**config.mk**
```make
export PLATFORM = sky130hd
export DESIGN_NAME = seg7_bcd_capture
export DESIGN_NICKNAME = d
export VERILOG_FILES = /design/src/rtl/seg7_bcd_capture.sv
export SDC_FILE = /design/constraint.sdc
export NUM_CORES = 1
export LEC_CHECK = 0
export ABC_AREA = 1
export CORE_MARGIN = 2
export CORE_UTILIZATION = 40
export CTS_CLUSTER_SIZE = 25
export DETAILED_ROUTE_END_ITERATION = 8
export MAX_ROUTING_LAYER = met4
export PLACE_DENSITY = 0.71
export SYNTH_ARGS = -nofsm -noshare
export SYNTH_HDL_FRONTEND = slang
export SYNTH_SLANG_ARGS = --single-unit
```
**constraint.sdc**
```tcl
create_clock -name CLK -period 6.7 [get_ports CLK]
set_clock_uncertainty 0.1 [all_clocks]
set_input_delay 1.005 -clock CLK [delete_from_list [all_inputs] [get_ports CLK]]
set_output_delay 1.005 -clock CLK [all_outputs]
set_load 0.1 [all_outputs]
```
**src/rtl/seg7_bcd_capture.sv**
```systemverilog
// Rebuilds the BCD value shown on a 4-digit multiplexed 7-segment bus.
// Define SEG7_CAP_HEX_EN to add A-F decode (6 then only as 0x7D, 9 only as 0x6F).
module seg7_bcd_capture #(
   parameter int unsigned STABLE_CYC = 4
) (
   input  logic        CLK,
   input  logic        RST,
   input  logic [6:0]  SEG,
   input  logic [3:0]  AN,
   input  logic        COMC,
   output logic [15:0] DIGITS,
   output logic [3:0]  BLANK,
   output logic        FRAME_VLD,
   output logic        FRAME_ERR
);

   typedef enum logic [1:0] {SCAN, SETTLE, HOLD} state_t;

   localparam logic [7:0] CNT_LAST = 8'(STABLE_CYC - 1);

   state_t      state;
   logic [11:0] p;
   logic [11:0] p_prev;
   logic [7:0]  cnt;
   logic [3:0]  mask;
   logic [3:0]  blank_b;
   logic [3:0]  err_b;
   logic [15:0] slots;

   logic [3:0]  an_p;
   logic [6:0]  seg_cc;
   logic        change;
   logic        onehot;
   logic [1:0]  idx;
   logic [3:0]  dec_val;
   logic        dec_blank;
   logic        dec_err;
   logic [15:0] slots_n;
   logic [3:0]  blank_n;
   logic [3:0]  err_n;
   logic [3:0]  mask_n;

   always_ff @(posedge CLK or posedge RST) begin
      if (RST) begin
         p      <= '0;
         p_prev <= '0;
      end else begin
         p      <= {COMC, AN, SEG};
         p_prev <= p;
      end
   end

   assign an_p   = p[10:7];
   assign seg_cc = p[11] ? p[6:0] : ~p[6:0];
   assign change = (p != p_prev);
   assign onehot = (an_p != '0) && ((an_p & (an_p - 4'd1)) == '0);

   always_comb begin
      idx = 2'd0;
      case (an_p)
         4'b0010: idx = 2'd1;
         4'b0100: idx = 2'd2;
         4'b1000: idx = 2'd3;
         default: idx = 2'd0;
      endcase
   end

   always_comb begin
      dec_val   = '0;
      dec_blank = 1'b0;
      dec_err   = 1'b0;
      case (seg_cc)
         7'h3F: dec_val = 4'd0;
         7'h06: dec_val = 4'd1;
         7'h5B: dec_val = 4'd2;
         7'h4F: dec_val = 4'd3;
         7'h66: dec_val = 4'd4;
         7'h6D: dec_val = 4'd5;
         7'h07: dec_val = 4'd7;
         7'h7F: dec_val = 4'd8;
`ifdef SEG7_CAP_HEX_EN
         7'h7D: dec_val = 4'd6;
         7'h6F: dec_val = 4'd9;
         7'h77: dec_val = 4'hA;
         7'h7C: dec_val = 4'hB;
         7'h39: dec_val = 4'hC;
         7'h5E: dec_val = 4'hD;
         7'h79: dec_val = 4'hE;
         7'h71: dec_val = 4'hF;
`else
         7'h7C, 7'h7D: dec_val = 4'd6;
         7'h67, 7'h6F: dec_val = 4'd9;
`endif
         7'h00:   dec_blank = 1'b1;
         default: dec_err   = 1'b1;
      endcase
   end

   // Frame contents as they would be after this capture; the publish uses these
   // so the fourth digit lands in DIGITS on the same edge it is captured.
   always_comb begin
      slots_n                     = slots;
      slots_n[{idx, 2'b00} +: 4]  = dec_val;
      blank_n                     = blank_b;
      blank_n[idx]                = dec_blank;
      err_n                       = err_b;
      err_n[idx]                  = dec_err;
      mask_n                      = mask;
      mask_n[idx]                 = 1'b1;
   end

   always_ff @(posedge CLK or posedge RST) begin
      if (RST) begin
         state     <= SCAN;
         cnt       <= '0;
         mask      <= '0;
         blank_b   <= '0;
         err_b     <= '0;
         slots     <= '0;
         DIGITS    <= '0;
         BLANK     <= '0;
         FRAME_VLD <= 1'b0;
         FRAME_ERR <= 1'b0;
      end else begin
         FRAME_VLD <= 1'b0;
         case (state)
            SCAN: begin
               if (onehot) begin
                  state <= SETTLE;
                  cnt   <= '0;
               end
            end
            SETTLE: begin
               if (change) begin
                  state <= onehot ? SETTLE : SCAN;
                  cnt   <= '0;
               end else if (cnt == CNT_LAST) begin
                  state   <= HOLD;
                  slots   <= slots_n;
                  blank_b <= blank_n;
                  if (mask_n == 4'hF) begin
                     DIGITS    <= slots_n;
                     BLANK     <= blank_n;
                     FRAME_ERR <= |err_n;
                     FRAME_VLD <= 1'b1;
                     mask      <= '0;
                     err_b     <= '0;
                  end else begin
                     mask  <= mask_n;
                     err_b <= err_n;
                  end
               end else begin
                  cnt <= cnt + 8'd1;
               end
            end
            HOLD: begin
               if (change) begin
                  state <= onehot ? SETTLE : SCAN;
                  cnt   <= '0;
               end
            end
            default: begin
               state <= SCAN;
               cnt   <= '0;
            end
         endcase
      end
   end

endmodule

```
## Word level (Yosys, flattened, before mapping)

Cells that the tools add are included.
W data, S select, Z words.

- Logic and storage cells: 88
- Bits in registers: 84
- Output and inout port bits: 22

- Bitwise logic cells: 4
- Mux-type cells: 27
- Reductions and logical operators: 14
- $lt $le $gt $ge: 2
- Shift operators: 2
- $add $sub $neg: 3
- Equality and inequality tests: 24

Operators by type and width:

| cell | number |
|---|---|
| $eq A7 B7 Y1 const B | 9 |
| $pmux W4 S9 | 1 |
| $mux W8 | 4 |
| $pmux W8 S3 | 1 |
| $bwmux W16 | 1 |
| $shift A4 B6 Y16 const A | 1 |
| $shiftx A4 B6 Y16 | 1 |
| $eq A7 B3 Y1 const B | 2 |
| $reduce_or A13 Y1 | 1 |
| $ne A12 B12 Y1 | 1 |
| $pmux W2 S3 | 2 |
| $reduce_and A3 Y1 | 3 |
| $add A8 B1 Y8 const B | 1 |
| $bwmux W4 | 2 |
| $eq A4 B4 Y1 const B | 2 |
| $eq A8 B2 Y1 const B | 1 |
| $mux W1 | 8 |
| $mux W2 | 4 |
| $mux W4 | 2 |
| $eq A7 B6 Y1 const B | 1 |
| $logic_not A7 Y1 | 1 |
| $mux W7 | 1 |
| $not A7 Y7 | 1 |
| $ne A3 B3 Y1 const B | 2 |
| 20 further kinds | 23 |

## Logic depth before layout (Yosys ltp)

- Word-level depth: 12
- Mapped depth: 17
- Gate-level depth less buffers: 15

## Worst setup path before layout

Ideal clock, no wire load.

- Path type: flip-flop to flip-flop
- Start: register p[10]
- End: register DIGITS[0]
- Required time: 6,480 ps
- Cell stages (with the launch flop): 11
- Setup slack: 4,163 ps
- Arrival time: 2,317 ps
- Cell sequence: dfrtp_1 > a211o_1 > o21bai_1 > inv_1 > ha_1 > nor2_1 > nor4_2 > nand3_4 > clkbuf_1 > nand2_1 > nand2_1

- Longest elaborated chain between the ends: 9

Ends and longest elaborated chain:

| item | line | text |
|---|---|---|
| from (decl) | 22 | `logic [11:0] p;` |
| from (signal assigned) | 48 | `p <= {COMC, AN, SEG};` |
| $eq A4 B4 Y1, or another cell as far along | 60 | `case (an_p)` |
| $pmux W2 S3 | 60 |  |
| $lt A2 B3 Y1 (implied by the code) or $ge A2 B1 Y1 (tied branches) | 109 | `mask_n[idx] = 1'b1;` |
| $logic_and A1 B1 Y1 (implied by the code) | 109 |  |
| $mux W1 (implied by the code) | 109 |  |
| $demux W1 S2 | 109 |  |
| $or A4 B4 Y4 (no source line) | n/a |  |
| $eq A4 B4 Y1 | 141 | `if (mask_n == 4'hF) begin` |
| $reduce_and A4 Y1 (no source line) | n/a |  |
| to (signal assigned) | 142 | `DIGITS <= slots_n;` |
| to (decl) | 11 | `output logic [15:0] DIGITS,` |

Several ways; a longest one is shown, not always the timed one.
A chain may end at the register's enable or synchronous reset.

## Final worst setup path

- Start: register p[10]
- End: register DIGITS[4]

Same word-level chain as after synthesis.

==> flow_summary.json <==
{
  "maxSlewViolCount": 0,
  "critPathKind": "reg2reg",
  "rsz0062_at_grt": "false",
  "cts_tree": "built",
  "drc": 0,
  "arrival_ns": 3.43,
  "ys_warn_count": 0,
  "period_share_pct": 48.5,
  "switching_share_pct": 27.3,
  "place_inst": 670,
  "clock_sinks": 84,
  "drt_first_iter_violations": 204,
  "synthesis.nets": 530,
  "grt_overflow": 0,
  "fillers": 981,
  "cts_setup_buffers": 0,
  "crit-reg2reg-launch": "p[10]",
  "synth_common_cells": "166 x nand2_1, 84 x dfrtp_1, 50 x inv_1, 29 x nor2_1, 28 x o21ai_1",
  "dieHeight_um": 107,
  "ir_drop_uv": 126,
  "setup_viol": 0,
  "hold_end": "p_prev[6]",
  "hp-start": "p[6]",
  "outcome": "finished, final reports clean",
  "hp-class": "reg2reg",
  "clock_path_buffers": 2,
  "fmax_mhz": 308,
  "total_leakage_power_uw": 0.00225,
  "core-area_mm2": 0.0103,
  "reg2regPathDepth": 10,
  "die_area_mm2": 0.0114,
  "cts-root-buf": "clkbuf_8",
  "ys_async_sr_fraction_pct": 100,
  "power_density_mw_per_mm2": 193,
  "clkPwrFrac_pct": 34.7,
  "netSwitchingPower_uw": 255,
  "antenna_found_initial": 0,
  "final.min_clock_period_ns": 3.25,
  "cts_made_buffers": 9,
  "rows": 37,
  "hold_viol_final": 0,
  "finalWirelength_mm": 8.74,
  "hpwl_mm": 6.34,
  "p_seq_share_pct": 56.3,
  "synth_most_common_cell": "nand2_1",
  "yosysUniqueCellTypes": 39,
  "pre_cts_slack_ns": 3.43,
  "reg2reg_setup_slack_ns": 3.45,
  "finalWorstSetupSlack_ns": 3.45,
  "die_w_um": 107,
  "timing.setup.tns_ns": 0,
  "track_usage_pct": 17.2,
  "critPathLaunchType": "flop",
  "grt_pass1_vias": 3316,
  "routed-via-count": 3335,
  "synth_ff_type": "dfrtp_1",
  "antenna_left": 0,
  "ys_seq_elements": 84,
  "ys_seq_area_share_pct": 49.6,
  "end_kind": "flop",
  "grt_first_pass_wirelength_mm": 15.1,
  "fin_nets": 564,
  "htreeDepth": 3,
  "hold_buffers": 0,
  "reg2reg_to": "DIGITS[4]",
  "gp_congestion": 0.835,
  "wire_per_inst_um": 12.7,
  "synth_edf_count": 0,
  "cts_resized": 0,
  "port_buffers": 35,
  "io_pins": 36,
  "layout-drive-gt1-share_pct": 12.2,
  "max-slew-margin-rel_pct": 30.8,
  "cp.required_ns": 6.89,
  "synth_top_area_share_pct": 49.6,
  "vias_per_cell": 4.86,
  "netlist_instances": 511,
  "drv_cap": 0,
  "clock_insertion_delay_worst_skew_ns": 0.36,
  "tightest_slew_ns": 1.04,
  "pwr-share-comb_pct": 9.0,
  "syn_avg_cell_area_um2": 8.29,
  "initial_utilization_pct": 41.0,
  "synthTopCellsByArea": "dfrtp_1 50%, nand2_1 15%, inv_1 4.4%",
  "synthToLayoutAreaGrowth_pct": 14.4,
  "final_cells": 686,
  "synth_top_area_cell": "dfrtp_1",
  "cp_max_fo": 28,
  "clkTransAtPathRegs_ns": 0.08,
  "grt_max_degree": 85,
  "whs_path_depth": 0,
  "syn_area_mm2": 0.00424,
  "p_int_uw": 680,
  "diodes": 0,
  "dr.pass1.iters": 4
}
## cell type report
cell class,instances,area (µm²),area share (%)
inverters,53,205,4.23
well taps,136,170,3.51
clock buffers,9,124,2.56
clock inverters,7,51.3,1.06
repair buffers,36,358,7.38
flip-flops and latches,84,2100,43.4
multi-input cells,361,1840,37.9
## worst max-delay path by stage
stage / start / end / slack [ns] / cells after the start
final: p[10] / DIGITS[4] / 3.45 / 10
after floorplan: RST / BLANK[0] / 3.43 / 1
after CTS: p[10] / DIGITS[4] / 3.41 / 10
after detailed placement: p[10] / DIGITS[4] / 3.43 / 10
after global placement: p[10] / DIGITS[0] / 3.60 / 10
after global routing: p[10] / DIGITS[11] / 3.06 / 10
## layout by cell type (no fill, tap or decap), types with 16 or more instances in the layout
cell / Yosys / layout
nand2_1: 166 / 166
dfrtp_1: 84 / 84
inv_1: 50 / 49
clkdlybuf4s50_1: 0 / 35
nor2_1: 29 / 29
o21ai_1: 28 / 28
o21ai_0: 21 / 21
nand2_2: 20 / 20
nand3_1: 16 / 16
nand4_1: 16 / 16
## layer usage
| layer | track usage (%) | routed length [µm] | part of all wire [%] |
|---|---|---|---|
| met5 | - | 0 | 0 |
| met4 | 5.38 | 100 | 1.1 |
| met3 | 4.50 | 303 | 3.5 |
| met2 | 26.9 | 4220 | 48 |
| met1 | 22.2 | 4110 | 47 |
## flip-flops by register name, indices dropped and copies added, names as in the netlist
name / flops
mask: 4
slots: 16
state: 2
p_prev: 12
FRAME_ERR: 1
blank_b: 4
FRAME_VLD: 1
DIGITS: 16
err_b: 4
cnt: 8
BLANK: 4
p: 12
## critical path, stage by stage (launching register included)
cell and delay, ns:
dfrtp_1 0.45, a211o_1 0.31, o21bai_1 0.29, inv_1 0.23, ha_1 0.43, nor2_1 0.12, nor4_2 0.46, nand3_4 0.33
inv_2 0.30, nand2_1 0.08, nand2_1 0.07
## power groups by stage
| stage | combinational, µW | clock [µW] | sequential, µW |
|---|---|---|---|
| finish | 83.8 | 325 | 527 |
| detailed placement | 84.6 | 0 | 537 |
| CTS | 84.9 | 337 | 527 |
| global route | 95.5 | 362 | 529 |
| floorplan | 64.3 | 0 | 533 |
| global placement | 82.4 | 0 | 536 |
## cell families (layout without fill, tap and decap cells)
logic type	count (synthesis)	in the layout	synth area share, %
simple gates	276	276	30.5
xor+xnor	14	14	2.90
flops	84	84	49.6
fa+ha+maj	5	5	1.48
buf+inv	66	105	7.00
compound gates	66	66	8.51
## per-stage QoR
step                total power [µW]  area, µm²  hold slack, ns  util, %
floorplan                        597       4240           0.274        -
global placement                 618       4670           0.286     45.3
detailed placement               621       4670           0.303     45.3
CTS                              949       4850           0.322     47.0
global route                     986       4850           0.337     47.0
finish                           935       4850           0.319     47.0
Note: power is estimated with default switching activity, not from simulation.
